<file path="src/rtl/timestamp_gate.sv">
// timestamp_gate: holds each packet's payload until the sample-time counter reaches the header timestamp
//   Optional macro TIMESTAMP_GATE_LATE_DROP_EN: late packets are discarded instead of streamed.
//   clk, resetn                 sole clock, synchronous active-low reset
//   enable_count                enabled channel count, sampled with each header beat
//   sample_tick                 one pulse per DAC sample period
//   time_load, time_load_value  overwrite the sample-time counter (wins over sample_tick)
//   s_axis_*                    upstream stream; first beat of each packet carries the timestamp
//   m_axis_*                    payload, zero-latency pass-through while streaming
//   sample_time                 current sample-time counter
//   late, underflow, cfg_error  registered one-cycle status pulses
module timestamp_gate #(
   parameter int NUM_OF_CHANNELS     = 4,
   parameter int SAMPLES_PER_CHANNEL = 1,
   parameter int SAMPLE_DATA_WIDTH   = 16,
   parameter int TIMESTAMP_WIDTH     = 64,
   localparam int DATA_WIDTH = NUM_OF_CHANNELS * SAMPLES_PER_CHANNEL * SAMPLE_DATA_WIDTH,
   localparam int EC_W       = $clog2(NUM_OF_CHANNELS + 1)
) (
   input  logic                       clk,
   input  logic                       resetn,
   input  logic [EC_W-1:0]            enable_count,
   input  logic                       sample_tick,
   input  logic                       time_load,
   input  logic [TIMESTAMP_WIDTH-1:0] time_load_value,
   input  logic                       s_axis_valid,
   output logic                       s_axis_ready,
   input  logic [DATA_WIDTH-1:0]      s_axis_data,
   input  logic                       s_axis_last,
   output logic                       m_axis_valid,
   input  logic                       m_axis_ready,
   output logic [DATA_WIDTH-1:0]      m_axis_data,
   output logic                       m_axis_last,
   output logic [TIMESTAMP_WIDTH-1:0] sample_time,
   output logic                       late,
   output logic                       underflow,
   output logic                       cfg_error
);
   localparam int SPB_MAX = $clog2(NUM_OF_CHANNELS * SAMPLES_PER_CHANNEL);
   localparam int LOG_W   = $clog2(SPB_MAX + 2);
   localparam int CW      = SPB_MAX + 8;
   typedef enum logic [1:0] {IDLE, WAIT, STREAM, DROP} state_e;
`ifdef TIMESTAMP_GATE_LATE_DROP_EN
   localparam state_e LATE_NEXT = DROP;
`else
   localparam state_e LATE_NEXT = STREAM;
`endif
   state_e state_q, state_d;
   logic [TIMESTAMP_WIDTH-1:0] sample_time_q, sample_time_d, ts_q, ts_d, ts_hdr;
   logic [LOG_W-1:0] spb_log2_q, spb_log2_d, ec_log2;
   logic [CW-1:0] credit_q, credit_d;
   logic [CW:0] credit_sum;
   logic late_q, late_d, underflow_q, underflow_d, cfg_error_q, cfg_error_d;
   logic ec_ok, rdy, fwd, take;
   assign ts_hdr        = s_axis_data[TIMESTAMP_WIDTH-1:0];
   assign ec_ok         = enable_count != '0 && (enable_count & (enable_count - EC_W'(1))) == '0
                          && enable_count <= EC_W'(NUM_OF_CHANNELS);
   assign fwd           = resetn && state_q == STREAM;
   assign s_axis_ready  = resetn && rdy;
   assign m_axis_valid  = fwd && s_axis_valid;
   assign m_axis_last   = fwd && s_axis_last;
   assign m_axis_data   = s_axis_data;
   assign take          = s_axis_valid && s_axis_ready;
   assign sample_time_d = time_load ? time_load_value : sample_time_q + TIMESTAMP_WIDTH'(sample_tick);
   // a beat arriving together with a tick covers that tick, so it never counts as underflow
   assign credit_sum    = {1'b0, credit_q}
                        + (fwd && take ? (CW+1)'(1) << spb_log2_q : '0)
                        - (CW+1)'(sample_tick && credit_q != '0 && state_q != DROP);
   assign credit_d      = credit_sum[CW] ? '1 : credit_sum[CW-1:0];
   assign underflow_d   = fwd && sample_tick && credit_q == '0 && !take;
   assign sample_time   = sample_time_q;
   assign late          = late_q;
   assign underflow     = underflow_q;
   assign cfg_error     = cfg_error_q;
   always_comb begin
      ec_log2 = '0;
      for (int i = 0; i < EC_W; i++) ec_log2 = enable_count[i] ? LOG_W'(i) : ec_log2;
   end
   always_comb begin
      state_d     = state_q;
      ts_d        = ts_q;
      spb_log2_d  = spb_log2_q;
      late_d      = 1'b0;
      cfg_error_d = 1'b0;
      rdy         = 1'b0;
      case (state_q)
         IDLE: begin
            rdy = 1'b1;
            if (s_axis_valid) begin
               ts_d        = ts_hdr;
               spb_log2_d  = ec_ok ? LOG_W'(SPB_MAX) - ec_log2 : '0;
               cfg_error_d = !ec_ok;
               late_d      = !s_axis_last && !(&ts_hdr) && ts_hdr < sample_time_q;
               state_d     = s_axis_last ? IDLE : &ts_hdr ? STREAM : late_d ? LATE_NEXT : WAIT;
            end
         end
         WAIT: begin
            late_d  = sample_time_q != ts_q && time_load && time_load_value > ts_q;
            state_d = sample_time_q == ts_q ? STREAM : late_d ? LATE_NEXT : WAIT;
         end
         STREAM: begin
            rdy     = m_axis_ready;
            state_d = s_axis_valid && m_axis_ready && s_axis_last ? IDLE : STREAM;
         end
         default: begin
            rdy     = 1'b1;
            state_d = s_axis_valid && s_axis_last ? IDLE : DROP;
         end
      endcase
   end
   always_ff @(posedge clk) begin
      if (!resetn) begin
         state_q       <= IDLE;
         sample_time_q <= '0;
         ts_q          <= '0;
         spb_log2_q    <= '0;
         credit_q      <= '0;
         late_q        <= 1'b0;
         underflow_q   <= 1'b0;
         cfg_error_q   <= 1'b0;
      end else begin
         state_q       <= state_d;
         sample_time_q <= sample_time_d;
         ts_q          <= ts_d;
         spb_log2_q    <= spb_log2_d;
         credit_q      <= credit_d;
         late_q        <= late_d;
         underflow_q   <= underflow_d;
         cfg_error_q   <= cfg_error_d;
      end
   end
endmodule

</file>
<file path="config.mk">
export PLATFORM = sky130hd
export DESIGN_NAME = timestamp_gate
export DESIGN_NICKNAME = d
export VERILOG_FILES = /design/src/rtl/timestamp_gate.sv
export SDC_FILE = /design/constraint.sdc
export NUM_CORES = 1
export LEC_CHECK = 0
export BUFFER_PORTS_ARGS = -buffer_cell sky130_fd_sc_hd__buf_2
export CAP_MARGIN = 20
export CORE_AREA = 3 3 156 158
export CTS_BUF_LIST = sky130_fd_sc_hd__clkbuf_8
export DETAILED_ROUTE_END_ITERATION = 8
export DIE_AREA = 0 0 159 161
export GPL_ROUTABILITY_DRIVEN = 1
export GPL_TIMING_DRIVEN = 0
export PLACE_DENSITY = 0.73
export SYNTH_ARGS = -nofsm -noshare
export SYNTH_HDL_FRONTEND = slang
export SYNTH_SLANG_ARGS = --single-unit
export TNS_END_PERCENT = 100
</file>
<file path="constraint.sdc">
create_clock -name clk -period 4 [get_ports clk]
set_input_delay 0.2 -clock clk [delete_from_list [all_inputs] [get_ports clk]]
set_output_delay 0.2 -clock clk [all_outputs]
set_load 0.02 [all_outputs]
</file>
==> results of run 1 <==
==> state kept, by name, summed over array words and instances (netlist names) <==
| signal | count |
|---|---|
| ts_q | 64 |
| credit_q | 10 |
| state_q | 2 |
| sample_time | 64 |
| spb_log2_q | 2 |
| late | 1 |
| cfg_error | 1 |
| underflow | 1 |
==> power by group <==
part / switching [W] / internal (W) / total (W)
logic: 0.00124 / 0.000923 / 0.00216
clock network: 0.000637 / 0.000568 / 0.00121
registers: 0.000153 / 0.00160 / 0.00175
==> synthesized netlist by cell type, drive strengths merged, types with 4 or more instances <==
| cell type | instances |
|---|---|
| nand2 | 202 |
| a21oi | 156 |
| inv | 153 |
| ha | 146 |
| dfxtp | 145 |
| buf | 73 |
| xor2 | 68 |
| xnor2 | 67 |
| o21ai | 60 |
| nor2 | 55 |
| nand4 | 52 |
| clkbuf | 38 |
| nand3 | 33 |
| nor4 | 33 |
| a211oi | 21 |
| nor3 | 21 |
| a21o | 14 |
| and3 | 13 |
| and4 | 12 |
| o21a | 11 |
| and2 | 9 |
| or3 | 5 |
| a2111oi | 4 |
| mux2i | 4 |
| nand2b | 4 |
| o211ai | 4 |
==> worst min-delay path: stages <==
cell     delay, ps
buf_2          110
nand2_1         60
a21oi_1         60
==> area by class of cell <==
| type | instances | area, sq um |
|---|---|---|
| inverter | 154 | 578.1 |
| tap | 319 | 399.1 |
| sequential | 145 | 2908 |
| fill | 2196 | 9473 |
| clock inverter | 14 | 141.4 |
| multi-input combinational | 1034 | 7077 |
| buffer | 111 | 666.9 |
| timing repair buffer | 313 | 1772 |
| clock buffer | 18 | 247.7 |
==> metrics by stage <==
step	setup WS [ps]	total power [W]	std cells
floorplan	180.3	0.003135	1443
global placement	-228.0	0.003684	2032
detailed placement	-282.3	0.003737	2032
CTS	33.86	0.004989	2103
global route	5.153	0.005430	2108
finish	198.8	0.005119	2108
==> kinds of logic (layout without fill, tap and decap cells) <==
logic type	Yosys count	in the layout	synth area share, %
AND/OR/NAND/NOR	452	452	19.85
AO/OA/AOI/OAI	295	295	15.52
buffers and inverters	265	610	11.14
adder cells (fa/ha/maj)	147	147	16.52
flip-flops	145	145	25.97
XOR/XNOR	135	136	10.65
multiplexers	4	4	0.3582
==> worst paths after layout <==
kind                                start                         to  slack, ps  depth (start not counted)
setup / recovery  state_q[1]$_SDFFE_PN0P_     credit_q[6]$_SDFF_PN0_        200                         17
hold / removal         time_load_value[2]  sample_time[2]$_SDFF_PN0_         20                          3
setup reg to reg  state_q[1]$_SDFFE_PN0P_     credit_q[6]$_SDFF_PN0_        200                         17
hold reg to reg     ts_q[14]$_SDFFE_PN0P_      ts_q[14]$_SDFFE_PN0P_        480                          2
==> timing repair <==
item,CTS,global route
pin swaps,1,6
buffers inserted,0,4
gates cloned,0,1
gates resized for setup,3,7
endpoints found under the hold margin,38,0
setup endpoints to repair,10,10
hold buffers,39,0
==> metal layers <==
| metal | vias up | wire length, um |
|---|---|---|
| li1 | 5582 | - |
| met1 | 5424 | 16530 |
| met2 | 609 | 17960 |
| met3 | 114 | 3974 |
| met4 | 4 | 1564 |
| met5 | - | 21 |
==> impl_metrics.env, run 1 <==
export IMPL_status="complete, no violations"
export IMPL_coreArea_sq_mm=0.02326
export IMPL_finalHoldViolCount=0
export IMPL_layout_nets=2061
export IMPL_path_class="reg -> reg"
export IMPL_hp_class="in -> reg"
export IMPL_synth_cell_type_count=66
export IMPL_p_leak_nw=6.352
export IMPL_synth_area_leader_cell="dfxtp_1"
export IMPL_root_buffer="clkbuf_8"
export IMPL_dieArea_sq_mm=0.02560
export IMPL_grt_pass1_vias=11110
export IMPL_period_share_pct=95.03
export IMPL_synth_main_ff_cell="dfxtp_1"
export IMPL_critPathMostFrequentCell="ha_1"
export IMPL_finClkSkew_ps=17.97
export IMPL_fin_hold_ws_ps=16.40
export IMPL_drtPass1Iterations=5
export IMPL_min_period_ps=3801
export IMPL_numCtsBuffers=17
export IMPL_start_kind="flop"
export IMPL_antenna_found_initial=2
export IMPL_synth_seq_cells=145
export IMPL_max_stage_delay_ps=380
export IMPL_synth_seq_area_share_pct=25.97
export IMPL_synth_area_per_cell_sq_um=7.746
export IMPL_synth_top_area_share_pct=25.97
export IMPL_grt_use_total_pct=30.34
export IMPL_relSlewSlack_pct=37.22
export IMPL_async_flop_share_pct=0
export IMPL_setup_violations=0
export IMPL_path_delay_family="compound AO/OA/AOI/OAI gates"
export IMPL_gp_congestion=0.9493
export IMPL_setup_tns_ps=0
export IMPL_grt_max_degree=17
export IMPL_met3_usage_pct=6.874
export IMPL_start_util_pct=48.05
export IMPL_wl_um=40050
export IMPL_drive_above_1_share_pct=22.19
export IMPL_die_width_um=159
export IMPL_crit_fanout=7
export IMPL_synth_edff_count=0
export IMPL_cts_htree_levels=4
export IMPL_io_pins=272
export IMPL_insertion_delay_ps=470
export IMPL_slew_viol_final=0
export IMPL_final_common_cell="buf_2"
export IMPL_vdd_drop_max_uv=311.9
export IMPL_synth_nets=1728
export IMPL_fp_row_count=56
export IMPL_grt_use_met2_pct=48.75
export IMPL_yosysWarnings=0
export IMPL_cts_tree="yes"
export IMPL_slowest_stage="dfxtp_4"
export IMPL_rsz0062_at_grt="false"
export IMPL_critical_path_buf_inv_count=2
export IMPL_viasPerCell=5.566
export IMPL_fmax_ghz=0.2631
export IMPL_vias=11730
export IMPL_numPortBuffers=270
export IMPL_syn2layout_area_growth_pct=23.37
export IMPL_cp_required_ps=4370
export IMPL_die_h_um=161
export IMPL_power_density_mw_per_mm2=371.2
export IMPL_ant_nets=0
export IMPL_grtUsageMet1_pct=39.44
export IMPL_place_area_sq_mm=0.01293
export IMPL_grt_overflow=0
export IMPL_clk_pin_slew_worst_paths_ps=90
export IMPL_busiest_layer="met2"
export IMPL_clock_sinks=145
export IMPL_layout_common_cells="buf_2, nand2_1, a21oi_1"
export IMPL_synth_area_top_cells="dfxtp_1, ha_1, a21oi_1"
export IMPL_worst_pin_slew_ps=941.6
export IMPL_syn_cell_area_sq_mm=0.01118
export IMPL_worstPathArrival_ps=4170
export IMPL_dp_hpwl_um=31610
export IMPL_synthCells=1443
export IMPL_drc=0
export IMPL_final_util_pct=59.28
export IMPL_num_antenna_cells=0
export IMPL_finish_instance_area_sq_mm=0.01379
export IMPL_routedWlPerCell_um=19.00
export IMPL_cap_violations=0
export IMPL_grt_pass1_wl_um=61210
export IMPL_drt_iter0_markers=1087
export IMPL_critPathCaptureType="flop"
export IMPL_clock_path_buffers=2
export IMPL_cp_cell_sequence="nor3b_4, and2_4, nand2_1, or3_1, ha_1, inv_1, ha_1, fa_2, a21o_1, a21oi_2, o21bai_1, a31oi_1, nor4b_1, a2111oi_4, buf_4, xnor2_4, o21a_1"
Note: power is estimated with default switching activity, not from simulation.
==> run 2, diff against run 1 <==
--- a/config.mk
+++ b/config.mk
@@ -7,13 +7,13 @@
 export LEC_CHECK = 0
 export BUFFER_PORTS_ARGS = -buffer_cell sky130_fd_sc_hd__buf_2
 export CAP_MARGIN = 20
-export CORE_AREA = 3 3 156 158
+export CORE_AREA = 3 3 146 148
 export CTS_BUF_LIST = sky130_fd_sc_hd__clkbuf_8
 export DETAILED_ROUTE_END_ITERATION = 8
-export DIE_AREA = 0 0 159 161
+export DIE_AREA = 0 0 149 151
 export GPL_ROUTABILITY_DRIVEN = 1
 export GPL_TIMING_DRIVEN = 0
-export PLACE_DENSITY = 0.73
+export PLACE_DENSITY = 0.82
 export SYNTH_ARGS = -nofsm -noshare
 export SYNTH_HDL_FRONTEND = slang
 export SYNTH_SLANG_ARGS = --single-unit
==> impl_metrics.env, run 2 (synthesized netlist as in run 1, its figures left out) <==
export IMPL_worstPathArrival_ps=4160
export IMPL_hold_path_endpoint="ts_q[49]$_SDFFE_PN0P_"
export IMPL_fin_hold_ws_ps=8.387
export IMPL_wl_um=39550
export IMPL_clkPwrFrac_pct=25.1
export IMPL_setup_violations=0
export IMPL_grt_max_degree=17
export IMPL_grt_use_met2_pct=53.90
export IMPL_r2r_cells=18
export IMPL_r2r_start="credit_q[9]$_SDFF_PN0_"
export IMPL_drt_iter0_markers=1163
export IMPL_drc=0
export IMPL_fmax_ghz=0.2643
export IMPL_min_path_cells=3
export IMPL_io_pins=272
export IMPL_final_common_cell="buf_2"
export IMPL_clock_path_buffers=2
export IMPL_met3_usage_pct=6.583
export IMPL_start_util_pct=55.42
export IMPL_cap_violations=0
export IMPL_worst_pin_slew_ps=870.6
export IMPL_crit_fanout=5
export IMPL_layout_common_cells="buf_2, nand2_1, a21oi_1"
export IMPL_numCtsBuffers=17
export IMPL_p_seq_share_pct=33.3
export IMPL_p_leak_nw=6.285
export IMPL_period_share_pct=94.59
export IMPL_status="complete, no violations"
export IMPL_dp_hpwl_um=31400
export IMPL_clock_sinks=145
export IMPL_cts_tree="yes"
export IMPL_fp_row_count=52
export IMPL_routedWlPerCell_um=19.42
export IMPL_r2r_end="credit_q[2]$_SDFF_PN0_"
export IMPL_vdd_drop_max_uv=414.8
export IMPL_power_density_mw_per_mm2=387.5
export IMPL_hp_class="in -> reg"
export IMPL_grt_overflow=0
export IMPL_dieArea_sq_mm=0.02250
export IMPL_antenna_found_initial=0
export IMPL_fin_ws_ps=216.3
export IMPL_die_width_um=149
export IMPL_cts_htree_levels=4
export IMPL_grt_pass1_vias=10970
export IMPL_gp_congestion=0.9821
export IMPL_finalHoldViolCount=0
export IMPL_coreArea_sq_mm=0.02017
export IMPL_rsz0062_at_grt="false"
export IMPL_finClkSkew_ps=15.61
export IMPL_p_int_w=0.003236
export IMPL_min_period_ps=3784
export IMPL_start_kind="flop"
export IMPL_insertion_delay_ps=480
export IMPL_place_ws_ps=-233.7
export IMPL_power_switching_w=0.002026
export IMPL_busiest_layer="met2"
export IMPL_grt_use_total_pct=34.14
export IMPL_layout_nets=2039
export IMPL_root_buffer="clkbuf_8"
export IMPL_drtPass1Iterations=8
export IMPL_reg2reg_slack_ps=220
export IMPL_max_stage_delay_ps=360
export IMPL_drive_above_1_share_pct=22.58
export IMPL_finish_instance_area_sq_mm=0.01358
export IMPL_critPathMostFrequentCell="ha_1"
export IMPL_cp_depth=18
export IMPL_path_class="reg -> reg"
export IMPL_critical_path_buf_inv_count=3
export IMPL_cp_required_ps=4370
export IMPL_critPathCaptureType="flop"
export IMPL_cp_cell_sequence="inv_2, ha_1, and4b_1, nand4_1, and3_1, ha_1, inv_1, ha_1, fa_2, a21o_1, a21oi_2, o21bai_1, a31oi_2, nor4b_2, a2111oi_4, buf_4, xnor2_2, o21a_1"
export IMPL_relSlewSlack_pct=41.96
export IMPL_grtUsageMet1_pct=45.16
export IMPL_combPwrFrac_pct=41.6
export IMPL_clk_pin_slew_worst_paths_ps=80
export IMPL_vias=11890
export IMPL_place_area_sq_mm=0.01287
export IMPL_syn2layout_area_growth_pct=21.49
export IMPL_slowest_stage="fa_2"
export IMPL_ant_nets=0
export IMPL_switching_share_pct=38.51
export IMPL_slew_viol_final=0
export IMPL_min_from="s_axis_data[49]"
export IMPL_grt_pass1_wl_um=59440
export IMPL_viasPerCell=5.836
export IMPL_die_h_um=151
export IMPL_path_delay_family="compound AO/OA/AOI/OAI gates"
export IMPL_num_antenna_cells=0
export IMPL_numPortBuffers=270
-- run 2: through the flow --
stage	std cells	power (W)	TNS, ps	utilization, %
2_1_floorplan	1443	0.003135	0	-
3_3_place_gp	1983	0.003674	-1765	63.79
3_5_place_dp	1983	0.003743	-2251	63.79
4_1_cts	2034	0.005085	0	67.01
5_1_grt	2037	0.005530	0	67.33
6_report	2037	0.005262	0	67.33
-- run 2: layout make-up --
| class | count | area, sq um |
|---|---|---|
| timing repair buffer | 291 | 1556 |
| buffer | 111 | 666.9 |
| sequential | 145 | 2908 |
| multi-input combinational | 1034 | 7089 |
| clock buffer | 23 | 316.6 |
| inverter | 154 | 578.1 |
| clock inverter | 9 | 126.4 |
| fill | 1718 | 6590 |
| tap | 270 | 337.8 |
-- run 2: metal layers --
| layer | vias to the layer above | wire length [um] |
|---|---|---|
| met5 | - | 0 |
| met1 | 5530 | 15580 |
| li1 | 5547 | - |
| met2 | 694 | 17640 |
| met4 | 0 | 1800 |
| met3 | 117 | 4536 |
-- run 2: power by group through the flow --
stage | registers [W] | clock network, W | logic [W]
finish | 0.00175 | 0.00132 | 0.00219
global route | 0.00177 | 0.00138 | 0.00239
detailed placement | 0.00178 | 0 | 0.00197
floorplan | 0.00179 | 0 | 0.00134
CTS | 0.00174 | 0.00131 | 0.00203
global placement | 0.00177 | 0 | 0.00190
-- run 2: worst max-delay path by stage --
stage | start | end | slack (ps)
floorplan | state_q[1]$_SDFFE_PN0P_ | credit_q[2]$_SDFF_PN0_ | 180
global placement | resetn | credit_q[2]$_SDFF_PN0_ | -180
CTS | state_q[1]$_SDFFE_PN0P_ | credit_q[4]$_SDFF_PN0_ | 50
global route | state_q[1]$_SDFFE_PN0P_ | credit_q[2]$_SDFF_PN0_ | 30
detailed placement | resetn | credit_q[4]$_SDFF_PN0_ | -230
finish | credit_q[9]$_SDFF_PN0_ | credit_q[2]$_SDFF_PN0_ | 220
-- run 2: what timing repair did --
action | 4_1_cts | 5_1_grt
gates cloned | 0 | 1
hold buffers | 19 | 0
endpoints found under the setup margin | 10 | 10
setup buffers | 0 | 2
pin swaps | 1 | 4
resized for setup | 2 | 10
hold endpoints to repair | 18 | 0
-- run 2: worst register-to-register path, stage by stage, from the launching register on --
cell and delay [ps]:
dfxtp_1 310, inv_2 150, ha_1 200, and4b_1 220, nand4_1 150, and3_1 200
ha_1 270, inv_1 50, ha_1 200, fa_2 360, a21o_1 210, a21oi_2 170
o21bai_1 110, a31oi_2 180, nor4b_2 90, a2111oi_4 290, buf_4 190, xnor2_2 140
o21a_1 210
